### config.mk
export PLATFORM = sky130hd
export DESIGN_NAME = sprite_motion_ctrl
export DESIGN_NICKNAME = d
export VERILOG_FILES = /design/src/rtl/vga_pkg.sv /design/src/rtl/btn_debounce.sv /design/src/rtl/sprite_motion_ctrl.sv
export SDC_FILE = /design/constraint.sdc
export NUM_CORES = 1
export LEC_CHECK = 0
export CAP_MARGIN = 20
export CORE_ASPECT_RATIO = 1.2
export CORE_MARGIN = 5
export CORE_UTILIZATION = 33
export CTS_BUF_LIST = sky130_fd_sc_hd__clkbuf_4
export CTS_CLUSTER_SIZE = 25
export DETAILED_ROUTE_END_ITERATION = 10
export GPL_TIMING_DRIVEN = 0
export PLACE_DENSITY = 0.5
export SLEW_MARGIN = 20
export SYNTH_ARGS = -nofsm -noshare
export SYNTH_HDL_FRONTEND = slang
export SYNTH_HIERARCHICAL = 1
export SYNTH_SLANG_ARGS = --single-unit
### constraint.sdc
create_clock -name clk -period 3.6 [get_ports clk]
set_input_delay 0.54 -clock clk [delete_from_list [all_inputs] [get_ports clk]]
set_output_delay 0.54 -clock clk [all_outputs]
set_load 0.01 [all_outputs]
### src/rtl/vga_pkg.sv
// Shared display constants, motion state encoding and the per-axis bounce helper
// used by the sprite motion controller.
package vga_pkg;

  localparam int unsigned H_ACTIVE = 640;
  localparam int unsigned V_ACTIVE = 480;
  localparam int unsigned POS_W    = 10;
  localparam int unsigned ARITH_W  = 11;
  localparam int unsigned SPD_W    = 3;
  localparam int unsigned FRAME_W  = 8;

  typedef enum logic [1:0] {
    RUN   = 2'd0,
    PAUSE = 2'd1,
    STEP  = 2'd2
  } motion_state_e;

  typedef struct packed {
    logic             neg;
    logic [POS_W-1:0] pos;
  } axis_t;

  // Speed cycles 1 -> 2 -> 3 -> 4 -> 1.
  function automatic logic [SPD_W-1:0] next_spd(input logic [SPD_W-1:0] s);
    return (s == SPD_W'(4)) ? SPD_W'(1) : s + SPD_W'(1);
  endfunction

  // One move along an axis; a hit on either wall clamps and reverses.
  function automatic axis_t step_axis(input axis_t a, input logic [SPD_W-1:0] spd,
                                      input logic [ARITH_W-1:0] lim);
    logic [ARITH_W-1:0] p;
    logic [ARITH_W-1:0] s;
    axis_t              r;
    p = ARITH_W'(a.pos);
    s = ARITH_W'(spd);
    r = a;
    if (!a.neg) begin
      if (p + s >= lim) begin
        r.pos = POS_W'(lim);
        r.neg = 1'b1;
      end else begin
        r.pos = POS_W'(p + s);
      end
    end else begin
      if (p <= s) begin
        r.pos = '0;
        r.neg = 1'b0;
      end else begin
        r.pos = POS_W'(p - s);
      end
    end
    return r;
  endfunction

endpackage

### src/rtl/btn_debounce.sv
// Button conditioner: 2-flop synchronizer, frame-strobe sampled debounce and a
// single-cycle press event on the strobe where the debounced level rises.
module btn_debounce (
  input  logic clk,
  input  logic reset,
  input  logic strobe,
  input  logic btn_raw,
  output logic rise_c
);

  logic sync1_q, sync1_d;
  logic sync2_q, sync2_d;
  logic sample_q, sample_d;
  logic level_q, level_d;

  // Level only follows a value seen identically at two consecutive strobes.
  always_comb begin
    sync1_d  = btn_raw;
    sync2_d  = sync1_q;
    sample_d = sample_q;
    level_d  = level_q;
    rise_c   = 1'b0;
    if (strobe) begin
      sample_d = sync2_q;
      if (sync2_q == sample_q) begin
        level_d = sync2_q;
        rise_c  = sync2_q & ~level_q;
      end
    end
  end

  always_ff @(posedge clk) begin
    if (reset) begin
      sync1_q  <= 1'b0;
      sync2_q  <= 1'b0;
      sample_q <= 1'b0;
      level_q  <= 1'b0;
    end else begin
      sync1_q  <= sync1_d;
      sync2_q  <= sync2_d;
      sample_q <= sample_d;
      level_q  <= level_d;
    end
  end

endmodule

### src/rtl/sprite_motion_ctrl.sv
// Bouncing-sprite motion controller: moves the sprite once per frame during
// vertical blanking, with pause / speed / single-step buttons.
module sprite_motion_ctrl
  import vga_pkg::*;
#(
  parameter int unsigned OBJ_W = 151,
  parameter int unsigned OBJ_H = 301,
  parameter int unsigned X0    = 150,
  parameter int unsigned Y0    = 50
) (
  input  logic               clk,
  input  logic               reset,
  input  logic [POS_W-1:0]   hpos,
  input  logic [POS_W-1:0]   vpos,
  input  logic [2:0]         btn,
  output logic [POS_W-1:0]   obj_x,
  output logic [POS_W-1:0]   obj_y,
  output logic [FRAME_W-1:0] frame_cnt,
  output logic               running
);

  localparam int unsigned X_MAX = H_ACTIVE - OBJ_W;
  localparam int unsigned Y_MAX = V_ACTIVE - OBJ_H;

  logic          strobe_c;
  logic [2:0]    ev_c;

  axis_t               x_q, x_d;
  axis_t               y_q, y_d;
  logic [SPD_W-1:0]    spd_q, spd_d;
  motion_state_e       state_q, state_d;
  logic                running_q, running_d;
  logic [FRAME_W-1:0]  frame_q, frame_d;

  assign strobe_c = (hpos == POS_W'(0)) && (vpos == POS_W'(V_ACTIVE));

  for (genvar i = 0; i < 3; i++) begin : g_btn
    btn_debounce u_db (
      .clk     (clk),
      .reset   (reset),
      .strobe  (strobe_c),
      .btn_raw (btn[i]),
      .rise_c  (ev_c[i])
    );
  end

  // Everything advances on the frame strobe, using state/speed held before it.
  always_comb begin
    x_d     = x_q;
    y_d     = y_q;
    spd_d   = spd_q;
    state_d = state_q;
    frame_d = frame_q;
    if (strobe_c) begin
      frame_d = frame_q + FRAME_W'(1);
      if (state_q != PAUSE) begin
        x_d = step_axis(x_q, spd_q, ARITH_W'(X_MAX));
        y_d = step_axis(y_q, spd_q, ARITH_W'(Y_MAX));
      end
      case (state_q)
        RUN:     if (ev_c[0]) state_d = PAUSE;
        PAUSE: begin
          if (ev_c[0])      state_d = RUN;
          else if (ev_c[2]) state_d = STEP;
        end
        STEP:    state_d = ev_c[0] ? RUN : PAUSE;
        default: state_d = RUN;
      endcase
      if (ev_c[1]) spd_d = next_spd(spd_q);
    end
    running_d = (state_d == RUN);
  end

  always_ff @(posedge clk) begin
    if (reset) begin
      x_q       <= '{neg: 1'b0, pos: POS_W'(X0)};
      y_q       <= '{neg: 1'b0, pos: POS_W'(Y0)};
      spd_q     <= SPD_W'(1);
      state_q   <= RUN;
      running_q <= 1'b1;
      frame_q   <= '0;
    end else begin
      x_q       <= x_d;
      y_q       <= y_d;
      spd_q     <= spd_d;
      state_q   <= state_d;
      running_q <= running_d;
      frame_q   <= frame_d;
    end
  end

  assign obj_x     = x_q.pos;
  assign obj_y     = y_q.pos;
  assign frame_cnt = frame_q;
  assign running   = running_q;

endmodule

==> results of run 1 <==
metrics by stage:
| step | setup slack, ns | hold slack, ns | total power [W] | utilization | setup TNS [ns] |
|---|---|---|---|---|---|
| after CTS | 0.128 | 0.454 | 0.000913 | 0.402 | 0 |
| after global routing | 0.00684 | 0.472 | 0.000938 | 0.403 | 0 |
| final | 0.194 | 0.451 | 0.000902 | 0.403 | 0 |
| after floorplan | 0.711 | 0.411 | 0.000592 | - | 0 |
| after global placement | -0.186 | 0.415 | 0.000639 | 0.397 | -0.597 |
| after detailed placement | -0.195 | 0.420 | 0.000641 | 0.397 | -0.781 |
worst register-to-register path, stage by stage, from the launching register on:
cell,delay (ns)
sky130_fd_sc_hd__dfxtp_1,0.52
sky130_fd_sc_hd__inv_1,0.24
sky130_fd_sc_hd__ha_1,0.37
sky130_fd_sc_hd__nand2b_1,0.21
sky130_fd_sc_hd__a211oi_2,0.37
sky130_fd_sc_hd__and4_1,0.26
sky130_fd_sc_hd__mux2i_1,0.41
sky130_fd_sc_hd__o31ai_1,0.33
sky130_fd_sc_hd__o41ai_1,0.43
layer usage:
layer  track usage  wire [um]  up-vias
met2         0.285       5460       82
met4        0.0373         74        0
met5             0          0        -
met3        0.0207        386        4
li1              -          -     1776
met1         0.206       4680     1664
worst max-delay path by stage:
stage / cells past startpoint / endpoint / startpoint
final: 8 / obj_x[1] / hpos[2]
after CTS: 8 / obj_x[1] / spd_q[1]
after global placement: 8 / obj_x[1] / hpos[2]
after detailed placement: 8 / obj_x[1] / hpos[2]
after floorplan: 9 / running / hpos[2]
after global routing: 8 / obj_x[1] / hpos[2]
cells in the mapped netlist (all sizes together), types with 8 or more instances:
| master | count |
|---|---|
| clkbuf | 20 |
| a21oi | 26 |
| o21ai | 27 |
| nand3 | 10 |
| nor2 | 37 |
| ha | 15 |
| xor2 | 12 |
| nor3 | 9 |
| nor2b | 14 |
| inv | 23 |
| nand2 | 33 |
| buf | 23 |
| a31oi | 8 |
| dfxtp | 48 |
| nand4 | 11 |
layout make-up:
type	count	area, um2
buffer	43	246
clock buffer	6	45.0
clock inverter	2	11.3
fill	1137	6490
inverter	23	86.3
multi-input combinational	341	2340
sequential	48	961
tap	132	165
timing repair buffer	53	531
power by group:
part / switching [W] / internal (W)
clock: 0.000190 / 0.0000824
combinational: 0.0000373 / 0.0000460
sequential: 0.00000752 / 0.000539
total: 0.000235 / 0.000667
state kept, by name (all words and copies together) (netlist names), 3 cells and up:
register and cells:
g_btn.u_db/sample_q 3, obj_x 10, g_btn.u_db/level_q 3, spd_q 3, g_btn.u_db/sync2_q 3, g_btn.u_db/sync1_q 3, frame_cnt 8, obj_y 10
logic make-up after synthesis:
family                   after synthesis
AND/OR/NAND/NOR                      172
XOR/XNOR                              17
adder cells (fa/ha/maj)               19
buffers and inverters                 66
AO/OA/AOI/OAI                        129
flip-flops                            48
multiplexers                           4
==> results summary, run 1 <==
The share of synthesized area in the top cell type comes to 0.266. The region available for standard cell placement spans 0.0109 mm2. The CTS clock-pin slew for the worst setup and hold paths is 0.15 ns. The peak ir drop on the vdd network came out at 0.161 mV. The hold buffer count at CTS is 0.

Counting instances, the worst hold path has a depth of 1. The max-capacitance violation count is 0. TritonCTS built the clock tree. The share of flip-flops with an asynchronous set or reset after synthesis came out at 0.

Counting both buffers and inverters, the worst setup path holds a total of 2. Among cell families on the critical path, the largest total delay comes from simple AND/OR/NAND/NOR gates. The number of primary I/O pins is 54. The worst register-to-register path has a depth of 8. Along the worst path, the maximum fanout reaches 13. The final count of hold timing violations came out at 0. The first global-routing pass estimated 17.5 mm of wire. The cell area after layout is 0.00439 mm2.

No sink is reached through more buffers than the 2 on the longest clock path. For this run, design rule violations remaining after detail routing come to 0. The number of nets in the layout is 559. The post-synthesis share of cell area spent on and, or, nand and nor gates came out at 0.262. The number of antenna violations at the first check in global routing came out at 0.

The endpoint arrival time on the critical path came out at 3.64 ns. The number of antenna cells inserted came out at 0. The minimum period implied by the final worst setup slack is 3.41 ns. The setup-violating endpoint count in the final report is 0. The global routing usage summed across all routing layers came out at 0.161. The most frequent standard cell in the layout excluding fill and tap cells is sky130_fd_sc_hd__clkdlybuf4s50_1.

The endpoint class of the critical path is a register. The maximum level of the CTS H-tree is 2. The power density relative to cell area came out at 206 mW/mm2. Summed over all layers, the global routing overflow is 0. The launch point of the worst reg-to-reg path is spd_q[1].

The fraction of the yosys area taken by sequential cells came out at 0.266. For hold timing, the worst endpoint is g_btn[2].u_db/sync2_q. In this run the register-to-register setup slack is 0.35 ns. The Yosys step of the flow raised 6 warnings. The detailed-route via count came out at 3526. The maximum single-stage delay on the critical path is 0.55 ns. The number of instances resized during post-cts repair is 0. The clock sink count is 48.

The worst hold path begins at g_btn[2].u_db/sync1_q. The library cells used most frequently in the layout, excluding fill and tap cells, are sky130_fd_sc_hd__clkdlybuf4s50_1, sky130_fd_sc_hd__dfxtp_1, sky130_fd_sc_hd__nor2_1, sky130_fd_sc_hd__nand2_1, sky130_fd_sc_hd__o21ai_0. The worst hold path belongs to the class reg -> reg. The post-placement cell count is 640. The multiplexer fraction of the synthesized cell area came out at 0.0111. The vertical die dimension is 125 um.

The mean number of vias per cell came out at 5.44. The cell area after synthesis came out at 0.00362 mm2. The proportion of layout cells with a drive suffix above 1 came out at 0.0911. After detailed routing, the total wire length is 10.6 mm. The area share of fa/ha/maj cells after synthesis is 0.0740.

The non-filler instance count after layout is 648. The critical path class is in -> reg. The final cycle utilization of the critical path came out at 0.946.

The tightest slew margin relative to the limit came out at 0.343. The distinct cell type count after synthesis is 70. The width of the chip came out at 106 um.

sky130_fd_sc_hd__dfxtp_1 takes more of the synthesized area than any other cell. The cell sitting at the root of the clock tree is a sky130_fd_sc_hd__clkbuf_4. For the final database, setup skew stands at 0.0262 ns. The complex-gate fraction of the synthesized area came out at 0.254. The clock latency at the later pin of the worst-skew pair is 0.38 ns. The number of global-route vias before repair came out at 3435. The worst register-to-register path ends at obj_x[1]. Detailed placement ended at an HPWL of 8.05 mm. After floorplanning, the core was divided into 42 placement rows.

Once detail routing completed, the nets flagged for antenna violations numbered 0. The post-CTS setup buffer count came out at 0. The slowest stage of the critical path is the sky130_fd_sc_hd__nor2_1 cell. Setup repair after global routing left no endpoint under its margin.

The synthesized instance count is 455. The final-report max-slew violation count came to 0. The number of nets in the synthesized netlist is 499. The initial cell density of the core came out at 0.333. The flow ran to the end, and the final reports show no timing, DRC or antenna violations. After detailed placement, the total cell area comes to 0.00431 mm2. Buffers inserted during clock tree synthesis total 5.

Of the total synthesized cell area, the portion taken by XOR and XNOR cells is 0.0411. The area growth from synthesis to layout is 21.3%. By area the synthesized netlist is led by sky130_fd_sc_hd__dfxtp_1, sky130_fd_sc_hd__ha_1, sky130_fd_sc_hd__buf_4.

The highest achievable clock rate is 294 MHz. In this run, synthesis inferred 0 flip-flops with an integrated enable. The number of storage elements in the synthesis netlist is 48.

STA puts the critical path data required time at 3.83 ns. The startpoint kind of the worst setup timing path is an input pin. In this run the mean area of a mapped cell was 7.95 um2.

The maximum number of pins on one net before global-route repair is 19. The critical path goes through clkdlybuf4s50_1 -> or4_4 -> or3_2 -> nor2_1 -> nand2_1 -> clkbuf_1 -> a211oi_1 -> o41ai_1. The first-pass iteration count of the detailed router came out at 4. The slew at the pin closest to its max-slew limit is 0.977 ns. The quantity of I/O buffers inserted on ports came out at 53. After detailed routing, the average wire length per cell comes to 16.4 um. Among all flip-flop cells after synthesis, the most frequent one is sky130_fd_sc_hd__dfxtp_1.

The routability congestion estimate from global placement came out at 0.845. After synthesis, the largest family of logic cells by area is simple AND/OR/NAND/NOR gates. In this run the static leakage power is 1.51 nW. After the first detailed-routing iteration, the DRC count stood at 180. The floorplan step defined a die boundary enclosing 0.0132 mm2.
Note: power is estimated with default switching activity, not from simulation.
==> inputs of run 2 (changes only) <==
--- a/config.mk
+++ b/config.mk
@@ -14,7 +14,6 @@
 export DETAILED_ROUTE_END_ITERATION = 10
 export GPL_TIMING_DRIVEN = 0
 export PLACE_DENSITY = 0.5
-export SLEW_MARGIN = 20
 export SYNTH_ARGS = -nofsm -noshare
 export SYNTH_HDL_FRONTEND = slang
 export SYNTH_HIERARCHICAL = 1
==> results of run 2 <==
Final layout, timing and power as in run 1 (identical DEF).
